## src/rtl/game_pkg.sv

```systemverilog
// ============================================================================
// Module      : game_pkg
// Description : Shared screen geometry, bus widths and controller state codes.
// Revision    : 1.0 - initial release
// ============================================================================
`default_nettype none

package game_pkg;

    localparam int SCREEN_W = 160;
    localparam int SCREEN_H = 120;
    localparam int X_W      = 8;
    localparam int Y_W      = 7;
    localparam int COLOUR_W = 3;
    localparam int CNT_W    = 4;

    typedef enum logic [2:0] {
        ST_INIT  = 3'd0,
        ST_DRAW  = 3'd1,
        ST_REQ   = 3'd2,
        ST_ERASE = 3'd3,
        ST_LATCH = 3'd4
    } state_t;

endpackage

`default_nettype wire

```

## src/rtl/enemy_render_ctrl_if.sv

```systemverilog
// ============================================================================
// Module      : enemy_render_ctrl_if
// Description : Datapath handshake and VGA pixel-plot signals of one enemy.
// Revision    : 1.0 - initial release
// ============================================================================
`default_nettype none

interface enemy_render_ctrl_if;
    import game_pkg::*;

    logic                update_enemy;
    logic                done_update_enemy;
    logic [X_W-1:0]      enemy_x;
    logic [Y_W-1:0]      enemy_y;
    logic [COLOUR_W-1:0] enemy_colour;
    logic [X_W-1:0]      vga_x;
    logic [Y_W-1:0]      vga_y;
    logic [COLOUR_W-1:0] vga_colour;
    logic                plot;

    modport master (
        output update_enemy, vga_x, vga_y, vga_colour, plot,
        input  done_update_enemy, enemy_x, enemy_y, enemy_colour
    );

    modport slave (
        input  update_enemy, vga_x, vga_y, vga_colour, plot,
        output done_update_enemy, enemy_x, enemy_y, enemy_colour
    );

endinterface

`default_nettype wire

```

## src/rtl/box_scanner.sv

```systemverilog
// ============================================================================
// Module      : box_scanner
// Description : Row-major dx/dy raster counter over a BOX_W x BOX_H sprite.
// Revision    : 1.0 - initial release
// ============================================================================
`default_nettype none

module box_scanner
    import game_pkg::*;
#(
    parameter int BOX_W = 4,
    parameter int BOX_H = 4
) (
    input  logic             clk,
    input  logic             reset,
    input  logic             start,
    input  logic             step,
    output logic [CNT_W-1:0] dx,
    output logic [CNT_W-1:0] dy,
    output logic             busy,
    output logic             last
);

    localparam logic [CNT_W-1:0] C_DX_MAX = CNT_W'(BOX_W - 1);
    localparam logic [CNT_W-1:0] C_DY_MAX = CNT_W'(BOX_H - 1);

    logic [CNT_W-1:0] r_dx;
    logic [CNT_W-1:0] r_dy;
    logic             w_row_end;

    assign w_row_end = (r_dx == C_DX_MAX);
    assign last      = w_row_end && (r_dy == C_DY_MAX);
    assign busy      = (r_dx != '0) || (r_dy != '0);
    assign dx        = r_dx;
    assign dy        = r_dy;

    // The final step wraps to (0,0) so the next raster starts clean.
    always_ff @(posedge clk or negedge reset) begin
        if (!reset) begin
            r_dx <= '0;
            r_dy <= '0;
        end else if (start) begin
            r_dx <= '0;
            r_dy <= '0;
        end else if (step) begin
            if (last) begin
                r_dx <= '0;
                r_dy <= '0;
            end else if (w_row_end) begin
                r_dx <= '0;
                r_dy <= r_dy + 1'b1;
            end else begin
                r_dx <= r_dx + 1'b1;
            end
        end
    end

endmodule

`default_nettype wire

```

## src/rtl/enemy_render_ctrl.sv

```systemverilog
// ============================================================================
// Module      : enemy_render_ctrl
// Description : Erase/redraw sequencer and update handshake for one enemy box.
// Revision    : 1.0 - initial release
// ============================================================================
`default_nettype none

module enemy_render_ctrl
    import game_pkg::*;
#(
    parameter int                  BOX_W     = 4,
    parameter int                  BOX_H     = 4,
    parameter logic [COLOUR_W-1:0] BG_COLOUR = 3'b000
) (
    input  logic                clk,
    input  logic                reset,
    input  logic                space_pressed,
    enemy_render_ctrl_if.master bus
);

    state_t              r_state;
    state_t              w_next;
    logic                r_space_d;
    logic                w_space_evt;
    logic [X_W-1:0]      r_old_x;
    logic [Y_W-1:0]      r_old_y;
    logic                r_update;
    logic                r_plot;
    logic [X_W-1:0]      r_vga_x;
    logic [Y_W-1:0]      r_vga_y;
    logic [COLOUR_W-1:0] r_vga_colour;

    logic                w_scan_start;
    logic                w_scan_step;
    logic [CNT_W-1:0]    w_dx;
    logic [CNT_W-1:0]    w_dy;
    logic                w_scan_busy;
    logic                w_scan_last;

    logic [X_W:0]        w_px;
    logic [Y_W:0]        w_py;
    logic                w_clip;
    logic                w_rastering;

    box_scanner #(
        .BOX_W (BOX_W),
        .BOX_H (BOX_H)
    ) u_box_scanner (
        .clk   (clk),
        .reset (reset),
        .start (w_scan_start),
        .step  (w_scan_step),
        .dx    (w_dx),
        .dy    (w_dy),
        .busy  (w_scan_busy),
        .last  (w_scan_last)
    );

    // A held restart key counts once: only its rising edge acts.
    assign w_space_evt = space_pressed && !r_space_d;

    // Wide sums so an overhanging box clips instead of wrapping to column 0.
    assign w_px        = {1'b0, r_old_x} + {{(X_W + 1 - CNT_W){1'b0}}, w_dx};
    assign w_py        = {1'b0, r_old_y} + {{(Y_W + 1 - CNT_W){1'b0}}, w_dy};
    assign w_clip      = (w_px > (X_W + 1)'(SCREEN_W - 1)) || (w_py > (Y_W + 1)'(SCREEN_H - 1));
    assign w_rastering = (r_state == ST_DRAW) || (r_state == ST_ERASE);

    always_comb begin
        w_next       = r_state;
        w_scan_start = 1'b0;
        w_scan_step  = 1'b0;
        case (r_state)
            ST_INIT: w_next = ST_DRAW;
            ST_DRAW: begin
                if (w_space_evt) begin
                    w_next       = ST_ERASE;
                    w_scan_start = w_scan_busy;
                end else begin
                    w_scan_step = 1'b1;
                    if (w_scan_last) w_next = ST_REQ;
                end
            end
            ST_REQ: begin
                if (w_space_evt || bus.done_update_enemy) w_next = ST_ERASE;
            end
            ST_ERASE: begin
                w_scan_step = 1'b1;
                if (w_scan_last) w_next = ST_LATCH;
            end
            ST_LATCH: w_next = w_space_evt ? ST_ERASE : ST_DRAW;
            default:  w_next = ST_INIT;
        endcase
    end

    always_ff @(posedge clk or negedge reset) begin
        if (!reset) begin
            r_state      <= ST_INIT;
            r_space_d    <= 1'b0;
            r_old_x      <= '0;
            r_old_y      <= '0;
            r_update     <= 1'b0;
            r_plot       <= 1'b0;
            r_vga_x      <= '0;
            r_vga_y      <= '0;
            r_vga_colour <= '0;
        end else begin
            r_state   <= w_next;
            r_space_d <= space_pressed;
            r_update  <= (w_next == ST_REQ);
            r_plot    <= w_rastering && !w_clip;
            if ((r_state == ST_INIT) || (r_state == ST_LATCH)) begin
                r_old_x <= bus.enemy_x;
                r_old_y <= bus.enemy_y;
            end
            if (w_rastering) begin
                r_vga_x      <= w_px[X_W-1:0];
                r_vga_y      <= w_py[Y_W-1:0];
                r_vga_colour <= (r_state == ST_DRAW) ? bus.enemy_colour : BG_COLOUR;
            end
        end
    end

    assign bus.update_enemy = r_update;
    assign bus.plot         = r_plot;
    assign bus.vga_x        = r_vga_x;
    assign bus.vga_y        = r_vga_y;
    assign bus.vga_colour   = r_vga_colour;

endmodule

`default_nettype wire

```

## src/flat_wrapper.sv

```systemverilog
// flat-port wrapper written by rule: the top's interface ports become plain ports
module enemy_render_ctrl_flat import game_pkg::*;
#(
    parameter int                  BOX_W     = 4,
    parameter int                  BOX_H     = 4,
    parameter logic [COLOUR_W-1:0] BG_COLOUR = 3'b000
)
  (clk, reset, space_pressed, bus_update_enemy, bus_vga_x, bus_vga_y, bus_vga_colour, bus_plot, bus_done_update_enemy, bus_enemy_x, bus_enemy_y, bus_enemy_colour);
  enemy_render_ctrl_if bus_i ();
  input  logic clk;
  input  logic reset;
  input  logic space_pressed;
  output wire logic [$bits(bus_i.update_enemy)-1:0] bus_update_enemy;
  output wire logic [$bits(bus_i.vga_x)-1:0] bus_vga_x;
  output wire logic [$bits(bus_i.vga_y)-1:0] bus_vga_y;
  output wire logic [$bits(bus_i.vga_colour)-1:0] bus_vga_colour;
  output wire logic [$bits(bus_i.plot)-1:0] bus_plot;
  input wire logic [$bits(bus_i.done_update_enemy)-1:0] bus_done_update_enemy;
  input wire logic [$bits(bus_i.enemy_x)-1:0] bus_enemy_x;
  input wire logic [$bits(bus_i.enemy_y)-1:0] bus_enemy_y;
  input wire logic [$bits(bus_i.enemy_colour)-1:0] bus_enemy_colour;
  assign bus_update_enemy = bus_i.update_enemy;
  assign bus_vga_x = bus_i.vga_x;
  assign bus_vga_y = bus_i.vga_y;
  assign bus_vga_colour = bus_i.vga_colour;
  assign bus_plot = bus_i.plot;
  assign bus_i.done_update_enemy = bus_done_update_enemy;
  assign bus_i.enemy_x = bus_enemy_x;
  assign bus_i.enemy_y = bus_enemy_y;
  assign bus_i.enemy_colour = bus_enemy_colour;
  enemy_render_ctrl #(.BOX_W(BOX_W), .BOX_H(BOX_H), .BG_COLOUR(BG_COLOUR)) u_core (.clk(clk), .reset(reset), .space_pressed(space_pressed), .bus(bus_i));
endmodule
```

## config.mk

```make
export PLATFORM = sky130hd
export DESIGN_NAME = enemy_render_ctrl_flat
export DESIGN_NICKNAME = d
export VERILOG_FILES = /design/src/rtl/game_pkg.sv /design/src/rtl/enemy_render_ctrl_if.sv /design/src/rtl/box_scanner.sv /design/src/rtl/enemy_render_ctrl.sv /design/src/flat_wrapper.sv
export SDC_FILE = /design/constraint.sdc
export NUM_CORES = 1
export LEC_CHECK = 0
export ABC_AREA = 0
export BUFFER_PORTS_ARGS = -buffer_cell sky130_fd_sc_hd__buf_2
export CORE_UTILIZATION = 45
export CTS_BUF_LIST = sky130_fd_sc_hd__clkbuf_16
export DETAILED_ROUTE_END_ITERATION = 6
export PLACE_DENSITY = 0.73
export SLEW_MARGIN = 20
export SYNTH_ARGS = -nofsm -noshare
export SYNTH_HDL_FRONTEND = slang
export SYNTH_SLANG_ARGS = --single-unit
```

## constraint.sdc

```tcl
create_clock -name clk -period 4.5 [get_ports clk]
set_input_delay 0.9 -clock clk [delete_from_list [all_inputs] [get_ports clk]]
set_output_delay 0.9 -clock clk [all_outputs]
set_load 0.03 [all_outputs]
```

# Word-level counts from Yosys, hierarchy flattened
# Cells that the tools add are included.
word_totals:
  reg_bits: 47
  latchBits: 0
  mem_bits_rw: 0
  mem_bits_ro: 0
  in_bits: 22
  output_inout_bits: 20
  elab_cells: 59
  memories: 0
classes:
  addsub: 4
  multipliers: 0
  n_div: 0
  magnitude_cmp: 2
  eq_ne: 7
  shift: 0
  mux: 19
  bitwise: 0
  n_reduce_logical: 16
ops:
  columns: ["operator", "count"]
  rows:
  - ["4-bit 2-to-1 mux", 8]
  - ["3-bit 2-to-1 mux", 5]
  - ["3-bit one-hot mux with 5 select lines", 1]
  - ["8-bit by 4-bit adder with 9-bit output", 1]
  - ["3-bit by 2-bit equality test with 1-bit output (second input constant)", 3]
  - ["9-bit by 8-bit greater-than comparator with 1-bit output (second input constant)", 1]
  - ["4-bit by 1-bit adder with 4-bit output (second input constant)", 2]
  - ["7-bit by 4-bit adder with 8-bit output", 1]
  - ["4-bit by 2-bit equality test with 1-bit output (second input constant)", 2]
  - ["8-bit by 7-bit greater-than comparator with 1-bit output (second input constant)", 1]
  - ["4-bit nonzero test", 2]
  - ["1-bit logical OR", 5]
  - ["3-bit by 1-bit equality test with 1-bit output (second input constant)", 1]
  - ["3-bit equality test (second input constant)", 1]
  - ["1-bit logical AND", 3]
  - ["3-bit logical NOT", 1]
  - ["1-bit 2-to-1 mux", 3]
  - ["3-bit nonzero test", 1]
  - ["1-bit logical NOT", 2]
  - ["2-bit 2-to-1 mux", 1]
  - ["1-bit one-hot mux with 2 select lines", 1]
  - ["2-bit AND reduction", 1]
  - ["2-bit nonzero test", 1]

# Logic depth before layout (Yosys ltp)
# Gate-level depths: netlist of run 1.
depth:
  depth_word: 6
  depth_mapped: 7
  mapped_depth_nobuf: 7

# Cells and area by module
# Synthesis of run 1 repeated with hierarchy kept, for this count alone.
unflattened:
  cells_unflattened: 216
  area_unflattened_um2: 2371.0
modules_own_cells:
  columns: ["module", "n_inst", "cells_each", "area_each_um2", "seq_area_each_um2"]
  rows:
  - ["enemy_render_ctrl", 1, 172, 1909.3, 975.9]
  - ["box_scanner", 1, 44, 461.7, 200.2]

# Worst setup path before layout of run 1
# OpenSTA, ideal clock, no wires.
synth_timing:
  kind: "flip-flop to flip-flop"
  from: "register u_core.u_box_scanner.r_dx[0], in the netlist u_core.u_box_scanner.dx[0]"
  to: "register u_core.r_plot, in the netlist u_core.bus.plot"
  setup_ns: 0.096
  t_arrival_ns: 1.980
  required_ns: 4.404
  setup_slack_ns: 2.424
  path_stages_with_launch: 8
  path_buffers: 0
  period_less_slack_ns: 2.076
  path_cell_list: "dfrtp_1 -> ha_1 -> fa_1 -> a21o_1 -> or4b_1 -> o21ai_1 -> nor2_1 -> nor4_2"
synth_via:
  elab_chain_len: 5
synth_rtl:
  columns: ["element", "line_no", "rtl"]
  rows:
  - ["start, declared", "box_scanner.sv:27", "logic [CNT_W-1:0] r_dx;"]
  - ["start signal, assigned", "box_scanner.sv:53", "r_dx <= r_dx + 1'b1;"]
  - ["8-bit by 4-bit adder with 9-bit output", "enemy_render_ctrl.sv:63", "assign w_px = {1'b0, r_old_x} + {{(X_W + 1 - CNT_W){1'b0}}, w_dx};"]
  - ["9-bit by 8-bit greater-than comparator with 1-bit output", "enemy_render_ctrl.sv:65", "assign w_clip = (w_px > (X_W + 1)'(SCREEN_W - 1)) || (w_py > (Y_W + 1)'(SCREEN_H - 1));"]
  - ["1-bit logical OR", "enemy_render_ctrl.sv:65", null]
  - ["1-bit logical NOT", "enemy_render_ctrl.sv:110", "r_plot <= w_rastering && !w_clip;"]
  - ["1-bit logical AND", "enemy_render_ctrl.sv:110", null]
  - ["end signal, assigned", "enemy_render_ctrl.sv:110", null]
  - ["end, declared", "enemy_render_ctrl.sv:28", "logic r_plot;"]
# Every way passes these cells.
# A chain may end at the register's enable or synchronous reset.

# Worst setup path in the final report of run 1
# Same ends and word-level chain as after synthesis.

==> impl_metrics.py, run 1 <==
metrics = {
    "critical_path": {
        "timing.rr.end": "u_core.bus.plot",
        "cp.arrival_ps": 2380,
        "required_ps": 4690,
        "crit_type": "reg -> reg",
        "critPathLaunch": "u_core.u_box_scanner.dx[0]",
        "startpoint_type": "flip-flop",
        "crit_path_end": "u_core.bus.plot",
        "cp_max_fo": 7,
        "r2r_start": "u_core.u_box_scanner.dx[0]",
        "rr_worst_depth": 7,
        "rrSetupSlack_ps": 2310,
        "cp-end-kind": "flip-flop",
    },
    "route": {
        "antenna_left": 0,
        "routed_via_density": 5.229,
        "routed_wl_um": 4548,
        "wl_per_cell_um": 13.18,
        "first_pass_iters": 4,
        "drcViolationCount": 0,
        "drt_iter0_markers": 119,
        "via_count": 1804,
    },
    "cells_and_area": {
        "syn2layout_area_growth_pct": 17.07,
        "drive_gt1_share_pct": 25.82,
        "final_nets": 310,
        "nFillCells": 478,
        "fin_util_pct": 54.75,
        "antenna_cells": 0,
        "fin_area_um2": 2814,
        "instances_no_fill": 345,
    },
    "place": {
        "port_buffers": 41,
        "dp.cells": 337,
        "place_ws_ps": 2328,
        "dpl_cell_area_um2": 2674,
        "routabilityCongestion": 0.8526,
        "hpwl_um": 3178,
    },
    "timing": {
        "setup_tns_ps": 0,
        "worst_slew_margin_rel_pct": 42.53,
        "final-setup-viol-count": 0,
        "tightest_slew_ps": 861.2,
        "fmax_mhz": 457.2,
        "skew_ps": 3.232,
        "holdWs_ps": 474.3,
        "rsz0062_at_grt": "no",
        "fin_crit_ps": 2187,
        "drv_slew": 0,
        "period_share_pct": 48.61,
        "hold_viol_final": 0,
        "setup_ws_ps": 2313,
    },
    "synthesis": {
        "netlist_area_um2": 2404,
        "syn-num-nets": 268,
        "yosysSeqAreaShare_pct": 48.93,
        "ys.flop_type": "dfrtp_1",
        "ys_async_sr_fraction_pct": 100.0,
        "synth_cell_types": 42,
        "ys_warn_count": 0,
        "synth-edff-count": 0,
        "avgSynthCellArea_um2": 10.36,
        "syn_inst": 232,
        "ys_ff_latch": 47,
    },
    "cts": {
        "post_cts_buffers": 0,
        "clk_latency_ps": 280,
        "cts-buffers-inserted": 5,
        "clock-sinks": 47,
        "cts_tree": "built",
        "cts_buffer_depth": 2,
        "postCtsHoldBufs": 0,
        "h-tree-depth": 2,
        "cts-resized-gates": 0,
        "root_buffer": "clkbuf_16",
        "clk_pin_slew_ps": 60,
    },
    "die": {
        "die_h_um": 75.09,
        "die_w_um": 75.09,
        "start_util_pct": 46.76,
        "fp.coreArea_um2": 5140,
        "io_pins": 42,
        "row_count": 26,
        "die-area_um2": 5638,
    },
    "grt": {
        "antenna_found_initial": 0,
        "grt_max_degree": 48,
        "track_usage_pct": 17.68,
        "overflow": 0,
        "grt_pass1_wl_um": 7590,
        "grt_pass1_vias": 1633,
    },
    "pwr": {
        "finalPower_mw": 1.804,
        "p_sw_uw": 723.5,
        "seqPwrFrac_pct": 40.6,
        "p_leak_nw": 1.355,
        "internal-power_mw": 1.080,
        "clockPowerShare_pct": 19.2,
        "powerDensity_nw_per_um2": 641.1,
        "p_sw_share_pct": 40.11,
        "p_comb_share_pct": 40.3,
        "vdd_ir_drop_max_uv": 339.1,
    },
    "hold_path": {
        "hold_class": "reg -> reg",
    },
    "flow_run": {
        "cap_violations": 0,
    },
    "outcome": {
        "status": "complete, no violations",
    },
}
==> critical path, cell delays in order (launching register included) <==
cell and delay [ps]:
dfrtp_1 440, ha_1 250, fa_1 410, a21o_1 180, or4b_1 500, o21ai_1 130
nor2_1 70, nor4_2 120
==> placed cells by master, fill, tap and decap left out, types with 3 or more instances in the layout <==
cell type,instances
a21o_1,4
a21oi_1,7
a31oi_1,6
and3_1,3
buf_2,40
clkbuf_16,5
dfrtp_1,47
ha_1,12
inv_1,9
mux2_2,14
nand2_1,40
nand3_1,5
nor2_1,8
nor2b_1,3
nor3_1,6
o21ai_0,25
xnor2_1,6
xor2_1,4
==> how the worst min path moves through the flow <==
stage                             start  slack [ps]  cells after the start                        to
2_1_floorplan         u_core.r_state[2]         480                      1   u_core.bus.update_enemy
3_3_place_gp        u_core.bus.vga_y[4]         460                      2       u_core.bus.vga_y[4]
3_5_place_dp        u_core.bus.vga_x[1]         460                      2       u_core.bus.vga_x[1]
4_1_cts        u_core.bus.vga_colour[2]         480                      2  u_core.bus.vga_colour[2]
5_1_grt        u_core.bus.vga_colour[1]         510                      2  u_core.bus.vga_colour[1]
6_report       u_core.bus.vga_colour[2]         470                      2  u_core.bus.vga_colour[2]
==> cell usage after synthesis (5+ instances only) <==
master   number  area share, %
nor3_1        6            1.2
inv_1         7            1.1
dfrtp_1      47             49
xnor2_1       6            2.2
a31oi_1       6            1.6
o21ai_0      25            5.2
nand3_1       5            1.0
nand2_1      40            6.2
a21oi_1       7            1.5
nor2_1        8            1.2
ha_1         12            6.2
mux2_2       14            6.6
==> layer usage <==
| metal | vias to the layer above | part of all wire, % | track usage, % | wire length, um |
|---|---|---|---|---|
| li1 | 902 | - | - | - |
| met1 | 862 | 47 | 22.75 | 2151 |
| met2 | 38 | 49 | 30.13 | 2227 |
| met3 | 2 | 3.3 | 4.016 | 152 |
| met4 | 0 | 0.37 | 4.612 | 17 |
| met5 | - | 0 | 0 | 0 |
==> state kept, by name (all words and copies together), names as in the netlist <==
name	count
u_core.bus.vga_y	7
u_core.r_old_x	8
u_core.bus.update_enemy	1
u_core.u_box_scanner.dx	4
u_core.bus.vga_x	8
u_core.r_state	3
u_core.r_space_d	1
u_core.r_old_y	7
u_core.u_box_scanner.dy	4
u_core.bus.plot	1
u_core.bus.vga_colour	3
==> power by group through the flow <==
stage	clock network, mW	logic [mW]	registers (mW)
floorplan	0	0.415	0.855
global placement	0	0.716	0.732
detailed placement	0	0.728	0.740
CTS	0.355	0.735	0.735
global route	0.377	0.816	0.762
finish	0.346	0.726	0.732
==> cells by family after synthesis <==
kind of cell	after synthesis	synth area share (%)
simple gates	78	16.19
fa+ha+maj	14	7.912
mux	14	6.559
compound gates	55	14.42
xor+xnor	10	3.644
buf+inv	14	2.342
flops	47	48.93
==> area by class of cell <==
type,count,area [um2],area share [%]
Inverter,7,26.28,0.9337
Multi-Input combinational cell,171,1171,41.62
Tap cell,70,87.58,3.112
Sequential cell,47,1176,41.80
Clock inverter,3,12.51,0.4446
Timing Repair Buffer,42,215.2,7.648
Clock buffer,5,125.1,4.446
No activity file was read; power rests on OpenSTA's default activity.
==> run 2: changes to the inputs <==
clock period = 2.26 ns   (was 4.5 ns; I/O delays follow)
==> impl_metrics.py, run 2 (same netlist as run 1, synthesis figures left out) <==
metrics = {
    "cells_and_area": {
        "nFillCells": 495,
        "syn2layout_area_growth_pct": 19.83,
        "final_nets": 317,
        "final_cell_mix": "47 x dfrtp_1, 41 x buf_2, 40 x nand2_1",
        "drive_gt1_share_pct": 28.01,
        "final_common_cell": "dfrtp_1",
        "instances_no_fill": 352,
        "antenna_cells": 0,
    },
    "place": {
        "hpwl_um": 3485,
        "port_buffers": 41,
        "dp.cells": 344,
        "routabilityCongestion": 0.8549,
    },
    "pwr": {
        "powerDensity_nw_per_um2": 1283,
        "p_comb_share_pct": 42.1,
        "p_leak_nw": 1.389,
        "seqPwrFrac_pct": 38.8,
        "p_sw_share_pct": 40.50,
        "clockPowerShare_pct": 19.1,
        "vdd_ir_drop_max_uv": 576.1,
        "p_sw_mw": 1.497,
        "internal-power_mw": 2.198,
    },
    "timing": {
        "rsz0062_at_grt": "no",
        "worst_slew_margin_rel_pct": 62.81,
        "fin_crit_ps": 2100,
        "period_share_pct": 92.90,
        "tightest_slew_ps": 557.9,
        "setup_tns_ps": 0,
        "final-setup-viol-count": 0,
        "fmax_mhz": 476.3,
        "skew_ps": 4.742,
        "drv_slew": 0,
        "hold_viol_final": 0,
    },
    "route": {
        "routed_via_density": 5.327,
        "drcViolationCount": 0,
        "drt_iter0_markers": 69,
        "antenna_left": 0,
        "routed_wl_um": 4772,
        "via_count": 1875,
        "first_pass_iters": 4,
        "wl_per_cell_um": 13.56,
    },
    "critical_path": {
        "cp_max_fo": 2,
        "crit_type": "reg -> reg",
        "cp.arrival_ps": 2300,
        "cpMaxStageDelayCell": "or4b_1",
        "required_ps": 2460,
        "cp_cell_sequence": "ha_1 > fa_1 > a21o_1 > or4b_1 > o21ai_1 > nor2_1 > nor4_2",
        "startpoint_type": "flip-flop",
        "cp-end-kind": "flip-flop",
        "max_stage_delay_ps": 490,
    },
    "grt": {
        "track_usage_pct": 19.23,
        "grt_pass1_vias": 1816,
        "antenna_found_initial": 0,
        "grt_max_degree": 25,
        "grt_pass1_wl_um": 8045,
        "overflow": 0,
    },
    "cts": {
        "clk_pin_slew_ps": 60,
        "root_buffer": "clkbuf_16",
        "post_cts_buffers": 0,
        "cts-buffers-inserted": 5,
        "clk_latency_ps": 290,
        "postCtsHoldBufs": 0,
        "cts_buffer_depth": 2,
        "h-tree-depth": 2,
        "cts-resized-gates": 0,
        "clock-sinks": 47,
        "cts_tree": "built",
    },
    "die": {
        "die_w_um": 75.09,
        "fp.coreArea_um2": 5140,
        "die-area_um2": 5638,
        "io_pins": 42,
        "row_count": 26,
        "start_util_pct": 46.76,
        "die_h_um": 75.09,
    },
    "hold_path": {
        "hold_class": "in -> async",
    },
    "flow_run": {
        "cap_violations": 0,
    },
    "outcome": {
        "status": "complete, no violations",
    },
}
## run 2: critical path: cells and delay by family (launching register included)
family | cells | cell delay, ps
AOI/OAI and AO/OA | 2 | 320
adders and majority gates | 2 | 650
DFF | 1 | 380
and+or+nand+nor | 3 | 680
## run 2: per-stage QoR
stage                     setup slack, ps  area [um2]  util [%]  power (mW)  hold slack (ps)
after floorplan                     184.1        2404         -       2.528            156.4
after global placement              185.0        2739     53.29       2.939            456.3
after detailed placement            144.3        2739     53.29       3.005            464.8
after CTS                           133.3        2880     56.04       3.741            177.9
after global routing                11.89        2880     56.04       4.005            191.4
final                               160.4        2880     56.04       3.695            149.8
## run 2: final cells by class
| class | instances | area (um2) | area share, % |
|---|---|---|---|
| Clock inverter | 3 | 16.27 | 0.5647 |
| Tap cell | 70 | 87.58 | 3.041 |
| Sequential cell | 47 | 1176 | 40.83 |
| Timing Repair Buffer | 49 | 277.8 | 9.644 |
| Clock buffer | 5 | 125.1 | 4.344 |
| Multi-Input combinational cell | 171 | 1171 | 40.66 |
| Inverter | 7 | 26.28 | 0.9123 |
## run 2: worst paths after layout
check,from,end,slack (ps),cells past startpoint
worst min-delay path,reset,u_core.r_old_x[5],150,1
max in group asynchronous,reset,u_core.bus.vga_y[1],1590,2
min in group clk,space_pressed,u_core.r_space_d,310,1
worst min register to register,u_core.bus.vga_y[1],u_core.bus.vga_y[1],470,2
worst max register to register,u_core.u_box_scanner.dx[0],u_core.bus.plot,160,7
worst max-delay path,u_core.u_box_scanner.dx[0],u_core.bus.plot,160,7
## run 2: power by group through the flow
stage / Combinational, mW / Clock (mW) / Sequential, mW
finish: 1.56 / 0.705 / 1.43
global route: 1.75 / 0.773 / 1.48
global placement: 1.51 / 0 / 1.43
CTS: 1.57 / 0.733 / 1.44
floorplan: 0.826 / 0 / 1.70
detailed placement: 1.55 / 0 / 1.45
## run 2: per-layer routing
layer  global-route usage, %  up-vias  routed length, um  share of wire [%]
met5                       0        -                  0                  0
met4                   5.870        0                 55                1.2
met3                   4.685        6                186                3.9
met2                   33.93       44               2411                 51
met1                   23.22      901               2119                 44
li1                        -      924                  -                  -
